### config.mk
export PLATFORM = sky130hd
export DESIGN_NAME = y_run_encoder
export DESIGN_NICKNAME = d
export VERILOG_FILES = /design/src/rtl/y_rle_pkg.sv /design/src/rtl/rle_sync_fifo.sv /design/src/rtl/y_run_encoder.sv
export SDC_FILE = /design/constraint.sdc
export NUM_CORES = 1
export LEC_CHECK = 0
export ABC_AREA = 0
export BUFFER_PORTS_ARGS = -buffer_cell sky130_fd_sc_hd__buf_2
export CORE_MARGIN = 3
export CORE_UTILIZATION = 61
export CTS_BUF_LIST = sky130_fd_sc_hd__clkbuf_2
export CTS_CLUSTER_DIAMETER = 150
export DETAILED_ROUTE_END_ITERATION = 12
export PLACE_DENSITY_LB_ADDON = 0.08
export SLEW_MARGIN = 20
export SYNTH_ARGS = -nofsm -noshare
export SYNTH_HDL_FRONTEND = slang
export SYNTH_SLANG_ARGS = --single-unit
### constraint.sdc
create_clock -name clk -period 3.15 [get_ports clk]
set_input_delay 0.315 -clock clk [delete_from_list [all_inputs] [get_ports clk]]
set_output_delay 0.315 -clock clk [all_outputs]
set_load 0.01 [all_outputs]
### src/rtl/y_rle_pkg.sv
// y_rle_pkg
// Shared definitions for the y_out run-length encoder:
//   - SYM_W      : width of one Moore-machine output symbol
//   - rle_state_e: run state machine encoding (no open run / run open)
//   - max_run()  : longest run a CNT_W-bit length field can hold
//   - rec_w()    : packed record width; records are packed {sym, len}
//                  with the symbol in the MSBs
package y_rle_pkg;

  localparam int SYM_W = 2;

  typedef enum logic {
    ST_EMPTY = 1'b0,
    ST_RUN   = 1'b1
  } rle_state_e;

  // Length 0 is never emitted, so the all-ones value is the longest run.
  function automatic int max_run(input int cnt_w);
    return (1 << cnt_w) - 1;
  endfunction

  function automatic int rec_w(input int cnt_w);
    return SYM_W + cnt_w;
  endfunction

endpackage

### src/rtl/rle_sync_fifo.sv
// rle_sync_fifo
// Show-ahead synchronous FIFO for packed run records. The head entry is
// presented on pop_data without needing a pop first.
// Ports:
//   clk, rst   : rising-edge clock, synchronous active-high reset
//   push       : write push_data this edge (ignored when full unless pop)
//   push_data  : record to enqueue
//   pop        : remove head entry this edge (ignored when empty)
//   pop_data   : current head entry
//   full/empty : occupancy flags
//   level      : number of stored entries, 0..DEPTH
module rle_sync_fifo
  import y_rle_pkg::*;
#(
  parameter int WIDTH = 10,
  parameter int DEPTH = 4
) (
  input  logic                     clk,
  input  logic                     rst,
  input  logic                     push,
  input  logic [WIDTH-1:0]         push_data,
  input  logic                     pop,
  output logic [WIDTH-1:0]         pop_data,
  output logic                     full,
  output logic                     empty,
  output logic [$clog2(DEPTH):0]   level
);

  localparam int AW    = $clog2(DEPTH);
  localparam int LVL_W = AW + 1;

  logic [WIDTH-1:0] mem_q [DEPTH];
  logic [WIDTH-1:0] mem_d [DEPTH];
  logic [AW-1:0]    wr_ptr_q, wr_ptr_d;
  logic [AW-1:0]    rd_ptr_q, rd_ptr_d;
  logic [LVL_W-1:0] level_q, level_d;
  logic             wr_en;
  logic             rd_en;

  assign full     = (level_q == LVL_W'(DEPTH));
  assign empty    = (level_q == '0);
  assign level    = level_q;
  assign pop_data = mem_q[rd_ptr_q];

  // A pop frees the head slot in the same edge, so a full FIFO can still
  // accept a push when it is also being popped. Pointers wrap naturally
  // because DEPTH is a power of two.
  assign rd_en = pop && !empty;
  assign wr_en = push && (!full || rd_en);

  always_comb begin
    mem_d    = mem_q;
    wr_ptr_d = wr_ptr_q;
    rd_ptr_d = rd_ptr_q;
    level_d  = level_q;
    if (wr_en) begin
      mem_d[wr_ptr_q] = push_data;
      wr_ptr_d        = wr_ptr_q + AW'(1);
    end
    if (rd_en) begin
      rd_ptr_d = rd_ptr_q + AW'(1);
    end
    if (wr_en && !rd_en) begin
      level_d = level_q + LVL_W'(1);
    end else if (rd_en && !wr_en) begin
      level_d = level_q - LVL_W'(1);
    end
  end

  // Storage is cleared on reset so the head reads zero straight after reset.
  always_ff @(posedge clk) begin
    if (rst) begin
      mem_q    <= '{default: '0};
      wr_ptr_q <= '0;
      rd_ptr_q <= '0;
      level_q  <= '0;
    end else begin
      mem_q    <= mem_d;
      wr_ptr_q <= wr_ptr_d;
      rd_ptr_q <= rd_ptr_d;
      level_q  <= level_d;
    end
  end

endmodule

### src/rtl/y_run_encoder.sv
// y_run_encoder
// Run-length encodes the Moore machine's per-cycle 2-bit y_out symbol into
// {symbol, length} records, buffers them in a small FIFO and presents them
// on a valid/ready interface. Records that arrive while the FIFO is full
// and not being drained are dropped and flagged by a sticky overflow bit.
// Ports:
//   clk, rst    : rising-edge clock, synchronous active-high reset
//   y_in        : symbol sampled every edge
//   flush       : close the open run at this edge
//   rec_valid   : head record available
//   rec_ready   : consumer accepts the head record
//   rec_sym     : head record symbol
//   rec_len     : head record run length, 1..MAX_RUN
//   fifo_level  : records currently buffered
//   overflow    : sticky, at least one record was dropped
module y_run_encoder
  import y_rle_pkg::*;
#(
  parameter int CNT_W      = 8,
  parameter int FIFO_DEPTH = 4
) (
  input  logic                          clk,
  input  logic                          rst,
  input  logic [SYM_W-1:0]              y_in,
  input  logic                          flush,
  output logic                          rec_valid,
  input  logic                          rec_ready,
  output logic [SYM_W-1:0]              rec_sym,
  output logic [CNT_W-1:0]              rec_len,
  output logic [$clog2(FIFO_DEPTH):0]   fifo_level,
  output logic                          overflow
);

  localparam int             REC_W   = rec_w(CNT_W);
  localparam logic [CNT_W-1:0] MAX_RUN = CNT_W'(max_run(CNT_W));

  rle_state_e       state_q, state_d;
  logic [SYM_W-1:0] cur_sym_q, cur_sym_d;
  logic [CNT_W-1:0] run_len_q, run_len_d;
  logic             overflow_q, overflow_d;

  logic             push;
  logic             pop;
  logic [REC_W-1:0] push_data;
  logic [REC_W-1:0] head_data;
  logic             fifo_full;
  logic             fifo_empty;

  assign push_data = {cur_sym_q, run_len_q};

  // Run state machine. In RUN, a flush outranks a symbol change, which
  // outranks a saturated run; every one of them closes the open run as a
  // record and starts a fresh run of length 1 with the current sample.
  always_comb begin
    state_d   = state_q;
    cur_sym_d = cur_sym_q;
    run_len_d = run_len_q;
    push      = 1'b0;
    if (state_q == ST_EMPTY) begin
      state_d   = ST_RUN;
      cur_sym_d = y_in;
      run_len_d = CNT_W'(1);
    end else begin
      if (flush || (y_in != cur_sym_q)) begin
        push      = 1'b1;
        cur_sym_d = y_in;
        run_len_d = CNT_W'(1);
      end else if (run_len_q == MAX_RUN) begin
        push      = 1'b1;
        run_len_d = CNT_W'(1);
      end else begin
        run_len_d = run_len_q + CNT_W'(1);
      end
    end
  end

  // A record is lost only when the FIFO is full and nobody drains it this
  // edge; the run machine keeps advancing regardless.
  assign pop        = rec_valid && rec_ready;
  assign overflow_d = overflow_q | (push & fifo_full & ~pop);

  always_ff @(posedge clk) begin
    if (rst) begin
      state_q    <= ST_EMPTY;
      cur_sym_q  <= '0;
      run_len_q  <= '0;
      overflow_q <= 1'b0;
    end else begin
      state_q    <= state_d;
      cur_sym_q  <= cur_sym_d;
      run_len_q  <= run_len_d;
      overflow_q <= overflow_d;
    end
  end

  rle_sync_fifo #(
    .WIDTH (REC_W),
    .DEPTH (FIFO_DEPTH)
  ) u_fifo (
    .clk       (clk),
    .rst       (rst),
    .push      (push),
    .push_data (push_data),
    .pop       (pop),
    .pop_data  (head_data),
    .full      (fifo_full),
    .empty     (fifo_empty),
    .level     (fifo_level)
  );

  assign rec_valid = ~fifo_empty;
  assign rec_sym   = head_data[REC_W-1 -: SYM_W];
  assign rec_len   = head_data[CNT_W-1:0];
  assign overflow  = overflow_q;

endmodule

==> impl_metrics.yaml <==
grt:
  antenna_found_initial: 0
  grt_pass1_wl_mm: 8.03
  grt.overflow.total: 0
  grt_pass1_vias: 1683
  grt_max_degree: 54
  grt.total_usage_pct: 20.4
yosys:
  syn_area_um2: 2610
  ys_warn_count: 0
  synthMuxAreaShare_pct: 25.1
  netlist.area_leader.share_pct: 45.2
  synth_most_common_cell: "dfxtp_1"
  synth.top_cells.by_area: "dfxtp_1, mux2i_1, mux4_2"
  syn_inst: 250
  synth-compound-area-share_pct: 2.78
  synth_area_leader_cell: "dfxtp_1"
  synth_xor_area_share_pct: 4.02
  synth_top_family_by_area: "multiplexers"
  ys_seq_elements: 59
  synthArstFlopShare_pct: 0
  synth_cell_types: 31
  postSynthAreaPerCell_um2: 10.5
  synth_enable_flop_cells: 0
  ys.flop_type: "dfxtp_1"
  synthesis.nets: 263
  synth_seq_area_share_pct: 45.2
  synth-adder-area-share_pct: 3.64
  synthSimpleGateAreaFrac_pct: 15.4
  synth_common_cells: "dfxtp_1, nand2_1, mux2i_1"
power_and_ir_drop:
  leakagePower_nw: 1.23
  p_per_area_nw_per_um2: 543
  ir_drop_mv: 0.453
worst_setup_path:
  reg2reg_slack_ps: 520
  reg2reg_to: "u_fifo.level[2]"
  worstPathArrival_ps: 3030
  crit_path_end_kind: "register"
  r2r_start: "run_len_q[0]"
  criticalPathCategory: "reg2reg"
  cp.required_ps: 3550
  reg2reg_depth: 9
  critPathLaunchType: "register"
  critPathMaxFanout: 9
final_layout:
  antenna_cells: 0
  final_area_um2: 2790
  ff_latch_area_um2: 1180
  drive_above_1_share_pct: 20.1
  multi_input_area_um2: 1330
  nNetsFinal: 282
  num-fill-cells: 345
  area.growth.synth_to_final_pct: 6.80
clocking:
  clk_latency_ps: 460
  clk_pin_slew_ps: 160
  max-clock-path-buffers: 2
  cts_tree: "yes"
  root_buffer: "clkbuf_2"
  numCtsBuffers: 9
  cts-resized-gates: 0
  cts_sinks: 59
  htree_levels: 3
  cts_setup_buffers: 0
  postCtsHoldBufs: 0
timing:
  worst_slew_pin_slew_ps: 816
  clock_skew_ps: 13.2
  finalHoldViolations: 0
  rsz0062_at_grt: "false"
  setup_viol: 0
  fmaxAchievable_ghz: 0.380
  max_slew_margin_pct: 45.5
  min_period_ps: 2630
  slew_viol_final: 0
  period_share_pct: 83.6
  setup_tns_ps: 0
place:
  placed_area_um2: 2720
  hpwl_mm: 3.14
  place_congestion: 0.726
  port_buffers: 20
floorplan:
  design.core.area_um2: 4060
  dieHeight_um: 71.5
  ios: 21
  die_area_um2: 5110
  rows: 23
  floorplan.initialDensity_pct: 64.4
  die_w_um: 71.5
route:
  ant_nets: 0
  vias: 1783
  drtPass1Iterations: 5
  route.final.wire_length_mm: 4.63
  drt-initial-drc-count: 83
  via_per_inst: 5.52
  drcViolationCount: 0
  routedWlPerCell_um: 14.3
min_path:
  hold_class: "in2reg"
  min_from: "y_in[1]"
  whs_endpoint: "cur_sym_q[1]"
  hold_depth: 2
job:
  drv_cap: 0
outcome:
  outcome: "complete, no violations"
-- critical path, stage by stage, from the launching register on --
cell	delay [ps]
dfxtp_1	450
ha_1	270
and4_1	400
o211a_1	240
ha_1	200
inv_1	60
fa_1	370
xor2_1	150
or3_1	300
a21oi_1	130
-- registers in the layout, summed over array words and instances (netlist names) --
register and flops:
u_fifo.level 3, u_fifo.rd_ptr_q 2, u_fifo.mem_q 40, overflow 1, run_len_q 8, u_fifo.wr_ptr_q 2, state_q 1, cur_sym_q 2
-- final cells by class --
class / instances / share of cell area (%)
multi-input combinational: 170 / 47.7
sequential: 59 / 42.3
timing repair buffer: 22 / 4.12
tap: 50 / 2.24
clock buffer: 11 / 1.97
inverter: 7 / 0.941
clock inverter: 4 / 0.672
-- metrics by stage --
step                instances  power (W)  hold WS [ps]  setup WS [ps]  util (%)
detailed placement        308    0.00118           447            545      67.0
floorplan                 250    0.00110           432            779         -
CTS                       323    0.00153          46.3            511      68.8
global route              323    0.00160          43.9            344      68.8
global placement          308    0.00117           431            626      67.0
finish                    323    0.00152          70.4            517      68.8
-- cells by family after synthesis --
kind of cell	Yosys count
and+or+nand+nor	87
muxes	53
buffers and inverters	21
DFF	59
AOI/OAI and AO/OA	11
adders and majority gates	7
xor gates and xnor gates	12
-- layout by cell type, fill, tap and decap left out, drive strengths merged, types with 5 or more instances in the layout --
master,n
nand2,54
dfxtp,59
ha,6
mux4,10
clkbuf,11
nor2,14
inv,7
and3,5
xor2,11
buf,22
mux2i,42
-- report_power, final --
part	internal, W	total [W]	leakage, nW	switching (W)
combinational	0.000154	0.000291	0.704	0.000137
sequential	0.000784	0.000865	0.478	0.0000814
clock	0.0000989	0.000359	0.0505	0.000260
total	0.00104	0.00152	1.23	0.000479
-- how the worst max path moves through the flow --
stage	endpoint	slack (ps)	start	cells past startpoint
after floorplan	u_fifo.level[2]	780	run_len_q[0]	10
after global placement	u_fifo.level[2]	630	run_len_q[0]	9
after detailed placement	u_fifo.level[2]	540	run_len_q[0]	9
after CTS	u_fifo.level[2]	510	run_len_q[0]	9
after global routing	u_fifo.level[2]	340	run_len_q[0]	9
final	u_fifo.level[2]	520	run_len_q[0]	9
-- routing by layer --
| metal | up-vias | part of all wire (%) | global-route usage, % |
|---|---|---|---|
| met5 | - | 0 | 0 |
| met4 | 0 | 1.9 | 10.6 |
| met3 | 7 | 2.5 | 3.79 |
| met2 | 22 | 47 | 30.2 |
| met1 | 861 | 49 | 28.4 |
| li1 | 893 | - | - |
(Power assumes the default switching activity.)
